<file path="config.mk">
export PLATFORM = sky130hd
export DESIGN_NAME = imem_loader
export DESIGN_NICKNAME = d
export VERILOG_FILES = /design/src/rtl/imem_loader.sv
export SDC_FILE = /design/constraint.sdc
export NUM_CORES = 1
export LEC_CHECK = 0
export CORE_ASPECT_RATIO = 0.7
export CORE_MARGIN = 8
export CORE_UTILIZATION = 45
export CTS_CLUSTER_DIAMETER = 150
export CTS_CLUSTER_SIZE = 12
export DETAILED_ROUTE_END_ITERATION = 8
export PLACE_DENSITY = 0.72
export RECOVER_POWER = 100
export SYNTH_ARGS = -nofsm -noshare
export SYNTH_HDL_FRONTEND = slang
export SYNTH_SLANG_ARGS = --single-unit
</file>
<file path="constraint.sdc">
create_clock -name clk -period 2.4 [get_ports clk]
set_input_delay 0.24 -clock clk [delete_from_list [all_inputs] [get_ports clk]]
set_output_delay 0.24 -clock clk [all_outputs]
set_load 0.1 [all_outputs]
</file>
<file path="src/rtl/imem_loader.sv">
// Byte-stream instruction memory loader: assembles little-endian words from a
// valid/ready byte stream and writes them sequentially from BASE_ADDR.
module imem_loader #(
  parameter int unsigned D_WIDTH     = 8,
  parameter int unsigned EXT_WIDTH   = 32,
  parameter int unsigned DEPTH_BYTES = 4096,
  parameter logic [EXT_WIDTH-1:0] BASE_ADDR = 32'hBFC00000
) (
  input  logic                 clk,
  input  logic                 rst,
  input  logic                 start,
  input  logic [10:0]          len_words,
  input  logic [D_WIDTH-1:0]   in_data,
  input  logic                 in_valid,
  output logic                 in_ready,
  output logic                 we,
  output logic [EXT_WIDTH-1:0] wa,
  output logic [EXT_WIDTH-1:0] wd,
  output logic                 busy,
  output logic                 done,
  output logic                 err,
  output logic                 cpu_hold
);

  localparam int unsigned BPW = EXT_WIDTH / D_WIDTH;
  localparam int unsigned BCW = (BPW > 1) ? $clog2(BPW) : 1;
  localparam logic [11:0] MAX_WORDS = 12'(DEPTH_BYTES / (EXT_WIDTH / 8));

  localparam logic [1:0] IDLE  = 2'd0;
  localparam logic [1:0] RECV  = 2'd1;
  localparam logic [1:0] WRITE = 2'd2;
  localparam logic [1:0] DONE  = 2'd3;

  logic [1:0]           state_reg;
  logic [10:0]          len_reg;
  logic [10:0]          word_idx_reg;
  logic [BCW-1:0]       byte_cnt_reg;
  logic [EXT_WIDTH-1:0] word_reg;
  logic [EXT_WIDTH-1:0] wa_reg;
  logic [EXT_WIDTH-1:0] wd_reg;
  logic                 err_reg;

  logic                 xfer;
  logic                 last_byte;
  logic [EXT_WIDTH-1:0] word_next;
  logic [EXT_WIDTH-1:0] wa_next;
  logic [10:0]          word_idx_inc;

  assign xfer         = in_valid && in_ready;
  assign last_byte    = (byte_cnt_reg == BCW'(BPW - 1));
  assign wa_next      = BASE_ADDR + EXT_WIDTH'(word_idx_reg) * EXT_WIDTH'(EXT_WIDTH / 8);
  assign word_idx_inc = word_idx_reg + 11'd1;

  // The incoming byte lands in the lane selected by the byte count; other lanes keep their value.
  genvar gi;
  generate
    for (gi = 0; gi < BPW; gi++) begin : g_lane
      assign word_next[gi*D_WIDTH +: D_WIDTH] =
        (byte_cnt_reg == BCW'(gi)) ? in_data : word_reg[gi*D_WIDTH +: D_WIDTH];
    end
  endgenerate

  always_ff @(posedge clk) begin
    if (rst) begin
      state_reg    <= IDLE;
      len_reg      <= '0;
      word_idx_reg <= '0;
      byte_cnt_reg <= '0;
      word_reg     <= '0;
      wa_reg       <= '0;
      wd_reg       <= '0;
      err_reg      <= 1'b0;
    end else begin
      case (state_reg)
        IDLE, DONE: begin
          if (start) begin
            len_reg      <= len_words;
            err_reg      <= 1'b0;
            word_idx_reg <= '0;
            byte_cnt_reg <= '0;
            if (len_words == 11'd0) begin
              state_reg <= DONE;
            end else if ({1'b0, len_words} > MAX_WORDS) begin
              err_reg   <= 1'b1;
              state_reg <= DONE;
            end else begin
              state_reg <= RECV;
            end
          end
        end
        RECV: begin
          if (xfer) begin
            word_reg     <= word_next;
            byte_cnt_reg <= last_byte ? '0 : byte_cnt_reg + BCW'(1);
            if (last_byte) begin
              // Capture address and data here so they are stable for the whole WRITE cycle.
              wd_reg    <= word_next;
              wa_reg    <= wa_next;
              state_reg <= WRITE;
            end
          end
        end
        WRITE: begin
          word_idx_reg <= word_idx_inc;
          state_reg    <= (word_idx_inc == len_reg) ? DONE : RECV;
        end
        default: state_reg <= IDLE;
      endcase
    end
  end

  assign in_ready = (state_reg == RECV);
  assign we       = (state_reg == WRITE);
  assign wa       = wa_reg;
  assign wd       = wd_reg;
  assign busy     = (state_reg == RECV) || (state_reg == WRITE);
  assign done     = (state_reg == DONE);
  assign err      = err_reg;
  assign cpu_hold = !((state_reg == DONE) && !err_reg);

endmodule

</file>
# Word level (Yosys, flattened, before mapping)
# Index checks and enable logic that the tools add are counted.
dict set report totals {
  reg_bits 123
  inputBits 23
}
dict set report op_classes {
  n_reduce_logical 17
  order_cmp 1
  muxes 19
  eq_ne 10
  n_addsub 3
}
# cell n
set op_table {}
lappend op_table {{32-bit by 13-bit adder with 32-bit output (first input constant)} 1}
lappend op_table {{8-bit 2-to-1 mux} 4}
lappend op_table {{11-bit case mux with 2 select lines} 1}
lappend op_table {{2-bit 2-to-1 mux} 9}
lappend op_table {{11-bit by 1-bit adder with 11-bit output (second input constant)} 1}
lappend op_table {{11-bit equality test} 1}
lappend op_table {{11-bit > comparator (second input constant)} 1}
lappend op_table {{11-bit logical NOT} 1}
lappend op_table {{11-bit 2-to-1 mux} 1}
lappend op_table {{3-bit AND reduction} 3}
lappend op_table {{2-bit equality test (second input constant)} 4}
lappend op_table {{2-bit case mux with 3 select lines} 1}
lappend op_table {{2-bit AND reduction} 3}
lappend op_table {{2-bit by 1-bit equality test with 1-bit output (second input constant)} 2}
lappend op_table {{2-bit logical NOT} 2}
lappend op_table {{2-bit by 1-bit != test with 1-bit output (second input constant)} 2}
lappend op_table {{2-bit case mux with 2 select lines} 1}
lappend op_table {{2-bit nonzero test} 2}
lappend op_table {{2-bit by 1-bit adder with 2-bit output (second input constant)} 1}
lappend op_table {{1-bit logical AND} 2}
lappend op_table {{1-bit logical NOT} 2}
lappend op_table {{1-bit 2-to-1 mux} 2}
lappend op_table {{2-bit != test (second input constant)} 1}
lappend op_table {{2-bit OR reduction} 1}
lappend op_table {{1-bit logical OR} 1}

# Depth between registers and ports, before layout
# Gate-level depths: netlist of the first run.
dict set report logic_depth {
  word_depth 5
  depth_mapped 8
  mapped_depth_nobuf 7
}

# Worst setup path before layout of the first run
# Ideal clock, no wire load.
dict set report synth_timing {
  kind {reg2reg}
  start {reg state_reg[1]}
  end {reg wd_reg[15], in the netlist wd[15]}
  arrival_ps 2232
  setup_slack_ps 30
  period_less_slack_ps 2370
  t_required_ps 2262
  path_buffers 3
  path_stages_with_launch 8
  cell_sequence {dfxtp_1 inv_1 ha_1 and3_1 clkbuf_1 buf_2 buf_1 a211oi_1}
}
dict set report synth_between {
  elab_chain_len 3
}
# element line
set synth_lines {}
lappend synth_lines {{from (decl)} 34} ;# logic [1:0] state_reg;
lappend synth_lines {{from (signal assigned)} 105} ;# state_reg <= (word_idx_inc == len_reg) ? DONE : RECV;
lappend synth_lines {{2-bit by 1-bit equality test with 1-bit output (*)} 112} ;# assign in_ready = (state_reg == RECV);
lappend synth_lines {{via in_ready} 15} ;# output logic in_ready,
lappend synth_lines {{1-bit logical AND} 49} ;# assign xfer = in_valid && in_ready;
lappend synth_lines {{3-bit AND reduction (no source line) (*)} --}
lappend synth_lines {{to (signal assigned)} 97} ;# wd_reg <= word_next;
lappend synth_lines {{to (decl)} 40} ;# logic [EXT_WIDTH-1:0] wd_reg;
# The timed path passes the listed nets; every way through them passes the cells marked *.
# A chain may end at the register's enable or synchronous reset.

# Final worst setup path of the first run
dict set report layout_timing {
  start {reg state_reg[1]}
  end {reg word_reg[19]}
}
dict set report layout_between {
  elab_chain_len 3
}
# element line
set layout_lines {}
lappend layout_lines {{2-bit by 1-bit equality test with 1-bit output (*)} {74, 112}}
lappend layout_lines {{1-bit logical AND} 49}
lappend layout_lines {{2-bit AND reduction (no source line) (*)} --}
lappend layout_lines {{to (signal assigned)} 93} ;# word_reg <= word_next;
lappend layout_lines {{to (decl)} 38} ;# logic [EXT_WIDTH-1:0] word_reg;
# Every way passes the cells marked *; elsewhere a longest branch is shown, timed or not.

==> impl_results.md, run 1 <==
* Ys async rst share at 0
* Number of CTS-inserted buffers at 9
* Die Span Y at 98.6 um
* Max clock buf depth at 2
* Post-synthesis mux area share at 0.132
* Max cap viols at 0
* Setup slack at placement at 173 ps
* P_leak at 2.03 nW
* Critical path peak fanout at 13
* First-pass GRT wire length at 17700 um
* WL per Instance at 15.6 um
* Residual DRC count at 0
* Part of the cycle the worst path needs at 0.878
* Final WL at 10900 um
* Port bufs at 80
* Gr ovfl total at 0
* Peak VDD IR at 0.473 mV
* GRT Util Overall at 0.164
* Synthesized instance count at 510
* Die X at 134 um
* Core region area at 9610 um2
* Final Skew at 3.76 ps
* Synth Area in Adders at 0.0257
* Max FFs per register at 32
* Largest family of logic cells by synthesized area: simple AND/OR/NAND/NOR gates
* Initial antenna violation count at 0
* XOR/XNOR Fraction of Synth Area at 0.0319
* Post-synthesis register bit count at 95
* CTS root buffer: clkbuf_16
* WS Path Type: reg2reg
* Outcome: complete, no violations
* Critical path required time at 2580 ps
* Synth Area in Simple Gates at 0.177
* Tot Pwr at 4.45 mW
* # hold bufs at CTS at 0
* EDFF count, synth at 0
* Largest net degree at the start of global routing at 96
* Via density at 5.17
* Postcts setup bufs at 0
* Vias in the first global route at 3404
* DP HPWL at 7740 um
* Placer's final routability congestion estimate at 0.819
* Mean Syn Cell Area at 8.61 um2
* Fmax at 474 MHz
* Slew HR at 0.194
* CTS tree: done
* Starting Density at 0.457
* Unique masters post-synth at 42
* DP Cell Count at 681
* Fin crit period at 2110 ps
* Netlist Area Pre-Place at 4390 um2
* Top_reg_cell synth: dfxtp_1
* Inserted Diodes at 0
* Setup violators final at 0
* Htree depth at 3
* Yosys warnings at 0
* Final WS setup at 292 ps
* Seq/Total Area, Yosys at 0.433
* Critical Path End Type: register
* WP data arrival at 2290 ps
* Die area at 13200 um2
* Pwr/cell area at 871 nW/um2
* Post-route cell area at 5110 um2
* Fin cells at 697
* Synth-to-Final Area Change at 16.3%
* Area after DPL at 5030 um2
* Number of I/O pins at 93
* NumNets Final at 596
* Clock transition at the registers of the reported paths at 60 ps
* Post-CTS Resized at 0
* Via count at 3602
* Sinks on Clock Net at 95
* RSZ-0062 raised after global routing: no
* Setup_tns at 0 ps
* DRT iter0 DRCs at 233
* Max Transition Viols Final at 0
* Final Hold Fails at 0
* Type of origin of the critical path: register
* Detailed Routing Iterations Pass 1 at 4
* Hold Crit Class: reg2reg
* Layout cell share with drive strength beyond 1 at 0.0580
* Post-synthesis compound-gate area fraction at 0.127
* Worst slew pin tran at 1210 ps
* Post-route ant nets at 0
* Row count at 30
* Clk_lat worst skew at 340 ps
-- cell usage after synthesis (5+ instances only) --
| cell | n | area share |
|---|---|---|
| mux2i_1 | 50 | 0.11 |
| o21ai_0 | 5 | 0.0057 |
| xor2_1 | 8 | 0.016 |
| a211oi_1 | 26 | 0.044 |
| nand3_1 | 10 | 0.011 |
| xnor2_1 | 8 | 0.016 |
| nor2_1 | 71 | 0.061 |
| nand2b_1 | 7 | 0.010 |
| nand2_1 | 72 | 0.062 |
| ha_1 | 9 | 0.026 |
| clkbuf_1 | 30 | 0.026 |
| buf_4 | 20 | 0.034 |
| inv_1 | 5 | 0.0043 |
| a21oi_1 | 35 | 0.040 |
| a22oi_1 | 9 | 0.015 |
| dfxtp_1 | 95 | 0.43 |
-- final timing paths --
kind | depth (start not counted) | slack, ps | to | startpoint
worst min-delay path | 2 | 460 | wa[2]$_SDFFE_PP0P_ | wa[2]$_SDFFE_PP0P_
worst min register to register | 2 | 460 | wa[2]$_SDFFE_PP0P_ | wa[2]$_SDFFE_PP0P_
worst max register to register | 6 | 290 | word_reg[19]$_SDFFE_PP0P_ | state_reg[1]$_SDFFE_PP0P_
worst max-delay path | 6 | 290 | word_reg[19]$_SDFFE_PP0P_ | state_reg[1]$_SDFFE_PP0P_
-- cells in the final DEF (no fill, tap or decap), types with 2 or more instances in the layout --
master	instances
a21oi_1	35
nor2_1	71
a211oi_1	26
buf_4	7
conb_1	12
a21o_1	2
clkbuf_1	58
mux2_2	4
clkbuf_2	5
nor4_1	2
a22oi_1	9
a31oi_1	2
nor3_1	4
nand2b_1	7
mux2_1	3
inv_1	5
xnor2_1	8
mux2i_1	50
xor2_1	8
o21ai_0	6
clkdlybuf4s50_1	21
clkbuf_16	9
and4_1	4
dfxtp_1	95
ha_1	9
nand4_1	3
nor2b_1	2
nand3_1	10
nand2_1	72
-- kinds of logic (layout without fill, tap and decap cells) --
family                   count (synthesis)  count (layout)
AND/OR/NAND/NOR                        181             181
flip-flops                              95              95
other                                    1              12
buffers and inverters                   63             111
multiplexers                            57              57
adder cells (fa/ha/maj)                  9               9
XOR/XNOR                                16              16
AO/OA/AOI/OAI                           88              88
-- per-stage QoR --
step            util  hold slack [ps]
6_report       0.531              457
5_1_grt        0.531              477
4_1_cts        0.554              454
3_5_place_dp   0.524              451
3_3_place_gp   0.524              446
2_1_floorplan      -              376
-- final cells by class --
cell class / count / area [um2]
multi-input cells: 363 / 2210
clock inverters: 3 / 42.5
clock buffers: 13 / 250
fillers: 930 / 4500
repair buffers: 90 / 519
inverters: 5 / 18.8
well taps: 128 / 160
flip-flops and latches: 95 / 1900
-- where the power goes --
| group | switching (mW) | internal (mW) |
|---|---|---|
| combinational | 0.932 | 0.365 |
| clock | 0.567 | 0.835 |
| sequential | 0.0784 | 1.67 |
-- critical path, stage by stage, from the launching register on --
cell and delay, ps:
dfxtp_1 360, inv_1 100, ha_1 170, clkbuf_1 390
nand3_1 530, mux2i_1 320, nor2_1 60
-- per-layer routing --
layer  wire length (um)  vias up  track usage
li1                   -     1820            -
met1               5360     1679        0.226
met2               4670       95        0.244
met3                766        8       0.0452
met4                108        0       0.0447
met5                  0        -            0
Power figures use the tool's default switching activity.
==> run 2, diff against run 1 <==
CORE_UTILIZATION = 50   (was 45)
PLACE_DENSITY = 0.79   (was 0.72)
==> run 2 against run 1 <==
Compared with the run above: first-iteration DRC count up 20%; clock skew up 2.1 ps; largest power group unchanged; sequential share of layout area about the same; via count up 0.47%; total power up 1.3%.
==> impl_results.md, run 2 (synthesis gave the netlist of run 1 again) <==
* Worst slew pin tran at 1220 ps
* Min Hold Slack at 455 ps
* Number of CTS-inserted buffers at 9
* Layout cell share with drive strength beyond 1 at 0.0583
* Max cap viols at 0
* R2R setup slack at 380 ps
* Via density at 5.28
* Critical path peak fanout at 7
* Initial antenna violation count at 0
* GRT Util Overall at 0.181
* Tot Pwr at 4.51 mW
* Inserted Diodes at 0
* Post-route ant nets at 0
* WL per Instance at 15.8 um
* Pwr/cell area at 883 nW/um2
* Vias in the first global route at 3476
* P_leak at 2.04 nW
* Final WL at 10900 um
* Max Transition Viols Final at 0
* WS Path Type: reg2out
* Sw frac at 0.350
* Hold Crit Class: in2reg
* Number of I/O pins at 93
* Critical Path End Type: primary output
* Slew HR at 0.189
* Row count at 28
* WP data arrival at 1880 ps
* Type of origin of the critical path: register
* Clk_lat worst skew at 340 ps
* Most frequent cells in the layout: dfxtp_1 (95), nand2_1 (72), nor2_1 (71)
* Largest net degree at the start of global routing at 69
* Fin crit period at 2120 ps
* DP HPWL at 7750 um
* Htree depth at 3
* CTS tree: done
* Detailed Routing Iterations Pass 1 at 5
* Setup_tns at 0 ps
* Fmax at 472 MHz
* First-pass GRT wire length at 17400 um
* Clock transition at the registers of the reported paths at 60 ps
* Sinks on Clock Net at 95
* Residual DRC count at 0
* Multi-input gate area at 2210 um2
* CTS root buffer: clkbuf_16
* Final Skew at 5.81 ps
* Die Span Y at 94.4 um
* DRT iter0 DRCs at 280
* Sw Pwr at 1.58 mW
* Reg power frac at 0.388
* Internal at 2.93 mW
* Die X at 128 um
* Commonest non-fill, non-tap cell in the layout: dfxtp_1
* Clock power frac at 0.323
* Max clock buf depth at 2
* Sequential Area at 1900 um2
* Gr ovfl total at 0
* # hold bufs at CTS at 0
* Starting Density at 0.518
* Comb power frac at 0.289
* Placer's final routability congestion estimate at 0.873
* Peak VDD IR at 0.455 mV
* Critical path required time at 2160 ps
* Port bufs at 80
* Post-CTS Resized at 0
* Postcts setup bufs at 0
* Setup violators final at 0
* Die area at 12100 um2
* Synth-to-Final Area Change at 16.3%
* FILL cells at 780
* RSZ-0062 raised after global routing: no
* Part of the cycle the worst path needs at 0.883
* NumNets Final at 597
* Outcome: complete, no violations
* Core region area at 8480 um2
* Final Hold Fails at 0
* Via count at 3619
* Max FFs per register at 32
## run 2: cell count changes in the layout (fill, tap and decap cells not counted), sizes merged
cell,before,now
clkbuf,73,69
buf,9,11
bufinv,1,2
clkinv,1,0
clkinvlp,1,0
## run 2: critical path, cell delays in order (launching register included)
cell      delay, ps
dfxtp_1         420
inv_1            70
ha_1            370
inv_1           180
clkbuf_2        490
## run 2: through the flow
| step | utilization | area (um2) | std cells | setup slack, ps |
|---|---|---|---|---|
| 2_1_floorplan | - | 4430 | 521 | 30.4 |
| 3_3_place_gp | 0.593 | 5030 | 674 | 236 |
| 3_5_place_dp | 0.593 | 5030 | 674 | 187 |
| 4_1_cts | 0.627 | 5320 | 686 | 419 |
| 5_1_grt | 0.602 | 5100 | 686 | 212 |
| 6_report | 0.602 | 5100 | 686 | 281 |
## run 2: power by group through the flow
stage	clock (mW)	combinational (mW)	sequential [mW]
after floorplan	0	0.990	1.79
after global placement	0	1.29	1.77
after detailed placement	0	1.32	1.78
after CTS	1.47	1.33	1.75
after global routing	1.53	1.40	1.76
final	1.45	1.30	1.75
## run 2: layout make-up
type / instances / share of cell area
clock inverters: 2 / 0.0118
multi-input cells: 363 / 0.434
flip-flops and latches: 95 / 0.373
clock buffers: 10 / 0.0449
well taps: 120 / 0.0294
inverters: 5 / 0.00368
repair buffers: 91 / 0.104
## run 2: per-layer routing
layer / GRT usage / vias to the layer above / share of wire
met5: 0 / - / 0
met4: 0.0522 / 0 / 0.011
met3: 0.0585 / 9 / 0.074
met2: 0.275 / 104 / 0.42
met1: 0.242 / 1686 / 0.50
li1: - / 1820 / -
## run 2: path summary, 6_finish.rpt
check                                       to  depth (start not counted)                          from
setup / recovery                          busy                          4     state_reg[0]$_SDFFE_PP0P_
hold / removal       state_reg[1]$_SDFFE_PP0P_                          5                           rst
setup reg to reg  word_idx_reg[8]$_SDFFE_PP0P_                          6  word_idx_reg[1]$_SDFFE_PP0P_
hold reg to reg            wd[28]$_SDFFE_PP0P_                          2           wd[28]$_SDFFE_PP0P_
